File: config.mk
export PLATFORM = sky130hd
export DESIGN_NAME = ni_fifo_wr_arbiter
export DESIGN_NICKNAME = d
export VERILOG_FILES = /design/src/rtl/ni_fifo_wr_arbiter.sv
export SDC_FILE = /design/constraint.sdc
export NUM_CORES = 1
export LEC_CHECK = 0
export ABC_CLOCK_PERIOD_IN_PS = 2100
export CORE_ASPECT_RATIO = 1.25
export CORE_UTILIZATION = 38
export DETAILED_ROUTE_END_ITERATION = 8
export GPL_TIMING_DRIVEN = 0
export HOLD_SLACK_MARGIN = 0.05
export PLACE_DENSITY = 0.82
export REMOVE_ABC_BUFFERS = 1
export SETUP_SLACK_MARGIN = 0.3
export SYNTH_ARGS = -nofsm -noshare
export SYNTH_HDL_FRONTEND = slang
export SYNTH_SLANG_ARGS = --single-unit
File: constraint.sdc
create_clock -name clk -period 2.1 [get_ports clk]
set_clock_uncertainty 0.05 [all_clocks]
set_input_delay 0.42 -clock clk [delete_from_list [all_inputs] [get_ports clk]]
set_output_delay 0.42 -clock clk [all_outputs]
set_load 0.01 [all_outputs]
File: src/rtl/ni_fifo_wr_arbiter.sv
`default_nettype none
//------------------------------------------------------------------------------
// ni_fifo_wr_arbiter
//------------------------------------------------------------------------------
// Round-robin packet arbiter in front of the network-interface FIFO write
// channel. The grant is held until a requester's last beat is accepted, so
// packets are never interleaved. A per-grant beat limit forces a release
// when a requester never ends its packet.
//------------------------------------------------------------------------------
// Revision: 1.0 - initial release
//------------------------------------------------------------------------------
module ni_fifo_wr_arbiter #(
   parameter int DATA_WIDTH = 8,
   parameter int NUM_REQ    = 4,
   parameter int MAX_BEATS  = 16
) (
   input  logic                            clk,
   input  logic                            rst_n,
   input  logic [NUM_REQ-1:0]              s_valid,
   input  logic [NUM_REQ*DATA_WIDTH-1:0]   s_data,
   input  logic [NUM_REQ-1:0]              s_last,
   output logic [NUM_REQ-1:0]              s_ready,
   output logic                            m_valid,
   output logic [DATA_WIDTH-1:0]           m_data,
   output logic                            m_last,
   output logic [$clog2(NUM_REQ)-1:0]      m_id,
   input  logic                            m_ready,
   output logic                            busy,
   output logic                            err_long
);

   localparam int ID_W  = $clog2(NUM_REQ);
   localparam int CNT_W = $clog2(MAX_BEATS + 1);

   // Beat index at which the grant is forcibly released.
   localparam logic [CNT_W-1:0] c_BEAT_LIMIT = CNT_W'(MAX_BEATS - 1);
   // Pointer value after reset; makes requester 0 the first winner.
   localparam logic [ID_W-1:0]  c_LAST_INIT  = ID_W'(NUM_REQ - 1);

   localparam logic [0:0] c_IDLE  = 1'b0;
   localparam logic [0:0] c_GRANT = 1'b1;

   logic [0:0]            r_state;
   logic [0:0]            w_state_nxt;
   logic [ID_W-1:0]       r_grant;
   logic [ID_W-1:0]       r_last_grant;
   logic [CNT_W-1:0]      r_beat_cnt;
   logic                  r_err_long;

   logic [DATA_WIDTH-1:0] w_data_arr [NUM_REQ];
   logic                  w_pick_vld;
   logic [ID_W-1:0]       w_pick_idx;
   logic                  w_in_grant;
   logic                  w_cur_valid;
   logic                  w_cur_last;
   logic                  w_at_limit;
   logic                  w_accept;
   logic                  w_release;
   logic                  w_force;

   // Wrap a requester offset into the valid index range.
   function automatic logic [ID_W-1:0] f_wrap(input int v);
      return ID_W'(v % NUM_REQ);
   endfunction

   // Split the flat data bus into one beat per requester.
   generate
      for (genvar gi = 0; gi < NUM_REQ; gi++) begin : g_unpack
         assign w_data_arr[gi] = s_data[gi*DATA_WIDTH +: DATA_WIDTH];
      end
   endgenerate

   // Rotating-priority search starting just after the last granted requester.
   // Scanning from the farthest offset down lets the nearest valid one win.
   always_comb begin
      w_pick_vld = 1'b0;
      w_pick_idx = '0;
      for (int k = NUM_REQ; k >= 1; k--) begin
         if (s_valid[f_wrap(int'(r_last_grant) + k)]) begin
            w_pick_vld = 1'b1;
            w_pick_idx = f_wrap(int'(r_last_grant) + k);
         end
      end
   end

   assign w_in_grant  = (r_state == c_GRANT);
   assign w_cur_valid = s_valid[r_grant];
   assign w_cur_last  = s_last[r_grant];
   assign w_at_limit  = (r_beat_cnt == c_BEAT_LIMIT);
   assign w_accept    = w_in_grant & w_cur_valid & m_ready;
   // A beat that ends the packet or hits the limit closes the grant.
   assign w_release   = w_accept & (w_cur_last | w_at_limit);
   // A genuine last beat on the limit beat is a normal end, not an error.
   assign w_force     = w_accept & w_at_limit & ~w_cur_last;

   // State register.
   always_ff @(posedge clk or negedge rst_n) begin
      if (!rst_n) begin
         r_state <= c_IDLE;
      end else begin
         r_state <= w_state_nxt;
      end
   end

   // Next-state logic: one arbitration cycle in IDLE, hold GRANT until release.
   always_comb begin
      w_state_nxt = r_state;
      case (r_state)
         c_IDLE:  if (w_pick_vld) w_state_nxt = c_GRANT;
         c_GRANT: if (w_release)  w_state_nxt = c_IDLE;
         default: w_state_nxt = c_IDLE;
      endcase
   end

   // Grant pointer, rotation pointer, beat counter and timeout pulse.
   always_ff @(posedge clk or negedge rst_n) begin
      if (!rst_n) begin
         r_grant      <= '0;
         r_last_grant <= c_LAST_INIT;
         r_beat_cnt   <= '0;
         r_err_long   <= 1'b0;
      end else begin
         r_err_long <= w_force;
         if (r_state == c_IDLE) begin
            if (w_pick_vld) begin
               r_grant    <= w_pick_idx;
               r_beat_cnt <= '0;
            end
         end else if (w_accept) begin
            r_beat_cnt <= r_beat_cnt + 1'b1;
            if (w_release) begin
               r_last_grant <= r_grant;
            end
         end
      end
   end

   // Output logic: pass the granted requester straight through, zero latency.
   always_comb begin
      s_ready = '0;
      m_valid = 1'b0;
      m_data  = '0;
      m_last  = 1'b0;
      m_id    = '0;
      busy    = 1'b0;
      if (w_in_grant) begin
         busy             = 1'b1;
         m_id             = r_grant;
         m_valid          = w_cur_valid;
         m_data           = w_data_arr[r_grant];
         m_last           = w_cur_last | w_at_limit;
         s_ready[r_grant] = m_ready;
      end
   end

   assign err_long = r_err_long;

endmodule
`default_nettype wire

-- Word-level counts from Yosys, hierarchy flattened
Cells that the tools add are included.
- RAM bits: 0
- memory bits (read-only): 0
- word-level logic and storage cells: 71
- register bits: 11
- input bits: 43
- memories kept: 0
- bits in latches: 0
- output and inout port bits: 18
- shifts and indexed selects: 0
- multipliers: 0
- div/mod/pow operators: 0
- magnitude comparators: 7
- reduce and logical (&&, ||, !) cells: 5
- muxes and demuxes: 37
- bitwise gates (word level): 10
- eq/ne operators: 2
- add/sub/neg operators: 5
- operator list (operator ; count):
    2-to-1 mux 8 bit ; 3
    binary-select mux 8 bit (select 2 bit) ; 1
    2-to-1 mux 1 bit ; 16
    less-than comparator 2 x 3 -> 1 bit (second input constant) ; 5
    2-to-1 mux 5 bit ; 3
    binary-select mux 1 bit (select 2 bit) ; 6
    2-to-1 mux 2 bit ; 5
    adder 5 x 1 -> 5 bit (second input constant) ; 1
    bitwise AND 1 bit ; 5
    equality test 5 x 4 -> 1 bit (second input constant) ; 1
    adder 2 x 1 -> 2 bit (second input constant) ; 2
    adder 2 bit (second input constant) ; 2
    bitwise AND 4 bit ; 1
    2-to-1 mux 4 bit ; 1
    AND reduction 2 bit ; 2
    >= comparator 3 bit (second input constant) ; 1
    NOT 2 -> 3 bit ; 1
    AND reduction 3 bit ; 1
    demux 1 bit (select 2 bit) ; 1
    >= comparator 2 x 1 -> 1 bit (second input constant) ; 1
    != test 2 x 1 -> 1 bit (second input constant) ; 1
    NOT 1 bit ; 2
    case mux 1 bit (2 select lines) ; 1
    nonzero test 2 bit ; 1
    other kinds (2) ; 2

-- Longest topological paths before layout
- depth after elaboration: 9
- mapped depth: 7

-- Least setup slack after synthesis
Ideal clock, no wire load.
- path type: reg2out
- from: register r_beat_cnt[0]
- to: output port m_last
- stages on the path, launching flop included: 7
- buffers on the path: 0
- setup slack: 0.206 ns
- arrival: 1.424 ns
- path through: dfrtp_1 > ha_1 > and3_1 > ha_1 > and2b_1 > a22oi_2 > and2_1
- longest elaborated chain between the ends: 3
- RTL lines (item ; RTL line ; source):
    from (decl) ; 47 ; logic [CNT_W-1:0] r_beat_cnt;
    from (signal assigned) ; 130 ; r_beat_cnt <= r_beat_cnt + 1'b1;
    equality test 5 x 4 -> 1 bit ; 89 ; assign w_at_limit = (r_beat_cnt == c_BEAT_LIMIT);
    bitwise OR 1 bit ; 151 ; m_last = w_cur_last | w_at_limit;
    2-to-1 mux 1 bit ; 146 ; if (w_in_grant) begin
    to (decl) ; 25 ; output logic m_last,
No other way between the ends.

-- Worst setup path in the final report
Same ends and word-level chain as after synthesis.

==> flow_summary_export.csv <==
group,metric,value,unit
run_status,status,"finished with violations",
run_status,violations,"setup timing",
power,power_density,1170,mW/mm2
global_routing,grt_first_pass_wirelength,5380,um
power,vdd.ir_drop.worst,0.000775,V
routing,routed_wl,3480,um
global_routing,grtUsageTotal,23.9,%
clocking,hold_buffers,0,
timing,finalSetupViolations,3,
routing,firstDrtPassIters,5,
timing,rsz0062_at_grt,"true",
clocking,htree_levels,1,
critical_path,arrival,1760,ps
global_routing,grt_overflow,0,
finish,syn_to_final_growth,81.7,%
critical_path,crit_end,"m_last",
timing,worst_pin_slew,490,ps
timing,finalCriticalPeriod,2230,ps
critical_path,cpMaxStageDelayCell,"dfrtp_1",
placed_design,hpwl,2250,um
finish,final_net_count,225,
job,max-cap-violations,0,
critical_path,worstPathMaxFanout,3,
global_routing,grt_max_degree,21,
logic_synthesis,ys_ff_latch,11,
routing,vias,1110,
die,fp.dieW,48.6,um
routing,vias_per_cell,5.24,
timing,setup_tns,-233,ps
logic_synthesis,netlist_area,0.00103,mm2
logic_synthesis,synth_cell_types,35,
logic_synthesis,synth-main-ff-cell,"dfrtp_1",
routing,routedWlPerCell,16.4,um
clocking,root_buffer,"clkbuf_4",
placed_design,port_buffers,60,
finish,drive_above_1_share,43.0,%
logic_synthesis,synth_common_cells,"and2_1, dfrtp_1, inv_1",
clocking,clock_path_buffers,2,
critical_path,endpoint_kind,"output port",
logic_synthesis,synth-xor-area-share,0,%
global_routing,grt_pass1_vias,1139,
critical_path,path_cells,"ha_2 > and3_4 > ha_4 > and2b_1 > a22oi_2 > and2_1 > buf_2",
placed_design,globalplace.congestion,0.719,
critical_path,worst-r2r-setup-slack,100,ps
routing,drc,0,
timing,final-max-slew-violation-count,0,
critical_path,startpoint,"r_beat_cnt[0]",
logic_synthesis,yosys.area.top_type,"dfrtp_1",
logic_synthesis,synth_edf_count,0,
critical_path,reg2reg_to,"r_last_grant[1]",
critical_path,worst_r2r_path_depth,9,
die,io_pins,61,
clocking,clkSinkCount,11,
routing,drtIter0Drc,33,
critical_path,worstSetupStartpointType,"flip-flop",
timing,maxSlewHeadroom,67.2,%
die,die_area,0.00293,mm2
logic_synthesis,synth_cells,99,
logic_synthesis,synthMuxAreaShare,27.8,%
power,p_leak,0.814,nW
die,row_count,20,
critical_path,slowest_delay,370,ps
routing,antenna_left,0,
critical_path,worstPathRequired,1630,ps
logic_synthesis,synth.avg_cell_area,10.4,um2
die,dieHeight,60.3,um
timing,fin_ws,-132,ps
logic_synthesis,yosysMostFrequentCell,"and2_1",
clocking,cts_made_buffers,3,
clocking,path_clk_slew,60,ps
logic_synthesis,yosysWarnings,0,
logic_synthesis,synthTopCellsByArea,"dfrtp_1, mux4_1, and2_1",
placed_design,post-place-ws,-543,ps
global_routing,antenna_found_initial,0,
logic_synthesis,seq_area_frac_synth,26.9,%
finish,nFillCells,182,
timing,post-route-period-util,106,%
die,core_area,0.00250,mm2
logic_synthesis,synth_fa_ha_area_share,2.42,%
logic_synthesis,synth_simple_gate_area_share,20.1,%
clocking,cts_tree,"done",
timing,max_freq,448,MHz
logic_synthesis,synth-compound-area-share,13.8,%
hold_path,hp-class,"in2async",
timing,finalHoldViolations,0,
logic_synthesis,netlist.area_leader.share,21.8,%
die,start_util,41.3,%
finish,num_antenna_cells,0,
logic_synthesis,synthArstFlopShare,100,%
clocking,worstSkewPairLatency,250,ps
critical_path,reg2reg_from,"r_beat_cnt[0]",
critical_path,worst-setup-path-type,"reg2out",
logic_synthesis,synth_top_family_by_area,"multiplexers",
## flip-flops by register name (all words and copies together) (netlist names)
| signal | flops |
|---|---|
| r_last_grant | 2 |
| r_beat_cnt | 5 |
| r_state | 1 |
| err_long | 1 |
| r_grant | 2 |
## layout by cell type, fill, tap and decap left out, types with 3 or more instances in the layout
master	n
clkdlybuf4s50_1	38
buf_6	14
buf_4	14
mux4_2	9
inv_1	8
buf_2	8
and2_4	6
and2_1	6
dfrtp_1	6
dlygate4sd2_1	6
nor2_1	5
nand2_1	4
mux2i_1	4
nand3_1	4
o21ai_0	4
clkbuf_4	3
## stage by stage
| step | utilization, % | power, mW | cells | hold slack, ps | cell area, um2 |
|---|---|---|---|---|---|
| after floorplan | - | 1.02 | 92 | 74.4 | 971 |
| after global placement | 64.5 | 1.51 | 185 | 412 | 1610 |
| after detailed placement | 64.5 | 1.55 | 185 | 452 | 1610 |
| after CTS | 68.9 | 1.89 | 200 | 446 | 1720 |
| after global routing | 75.1 | 2.33 | 212 | 469 | 1880 |
| final | 75.1 | 2.19 | 212 | 444 | 1880 |
## critical path: cells and delay by family, from the launching register on
kind                     cells  cell delay, ps
AO/OA/AOI/OAI                1             190
adder cells (fa/ha/maj)      2             320
buffers and inverters        1             120
flip-flops                   1             370
AND/OR/NAND/NOR              3             510
## final cells by class
type / count / area [um2] / area share, %
repair buffers: 83 / 776 / 41.3
multi-input cells: 73 / 718 / 38.2
flip-flops and latches: 11 / 287 / 15.3
well taps: 33 / 41.3 / 2.20
inverters: 8 / 30.0 / 1.60
clock buffers: 4 / 26.3 / 1.40
## power by group
| part | internal (mW) | total [mW] | switching [mW] |
|---|---|---|---|
| combinational | 1.01 | 1.66 | 0.654 |
| sequential | 0.304 | 0.392 | 0.0879 |
| clock | 0.0733 | 0.134 | 0.0612 |
## routing by layer
metal / track usage (%) / share of wire [%]
met1: 24.3 / 36
met2: 48.8 / 56
met3: 5.85 / 8.4
met4: 5.88 / 0
met5: 0 / 0
## timing repair
| item | CTS | global route |
|---|---|---|
| cloned | 0 | 0 |
| resized for setup | 99 | 18 |
| setup endpoints to repair | 25 | 21 |
| buffers inserted | 11 | 12 |
| pin swaps | 13 | 10 |
## worst min-delay path by stage
stage / start / endpoint / slack [ps]
after floorplan: rst_n / err_long / 70
after global placement: r_beat_cnt[3] / r_beat_cnt[3] / 410
after detailed placement: r_beat_cnt[4] / r_beat_cnt[4] / 450
after CTS: rst_n / r_beat_cnt[1] / 450
after global routing: rst_n / r_beat_cnt[4] / 470
final: rst_n / r_beat_cnt[1] / 440
## cells by family (layout without fill, tap and decap cells)
group / count (synthesis) / count (layout)
multiplexers: 15 / 15
flip-flops: 11 / 11
AND/OR/NAND/NOR: 37 / 37
buffers and inverters: 15 / 95
AO/OA/AOI/OAI: 19 / 19
adder cells (fa/ha/maj): 2 / 2
No activity file was read; power rests on OpenSTA's default activity.
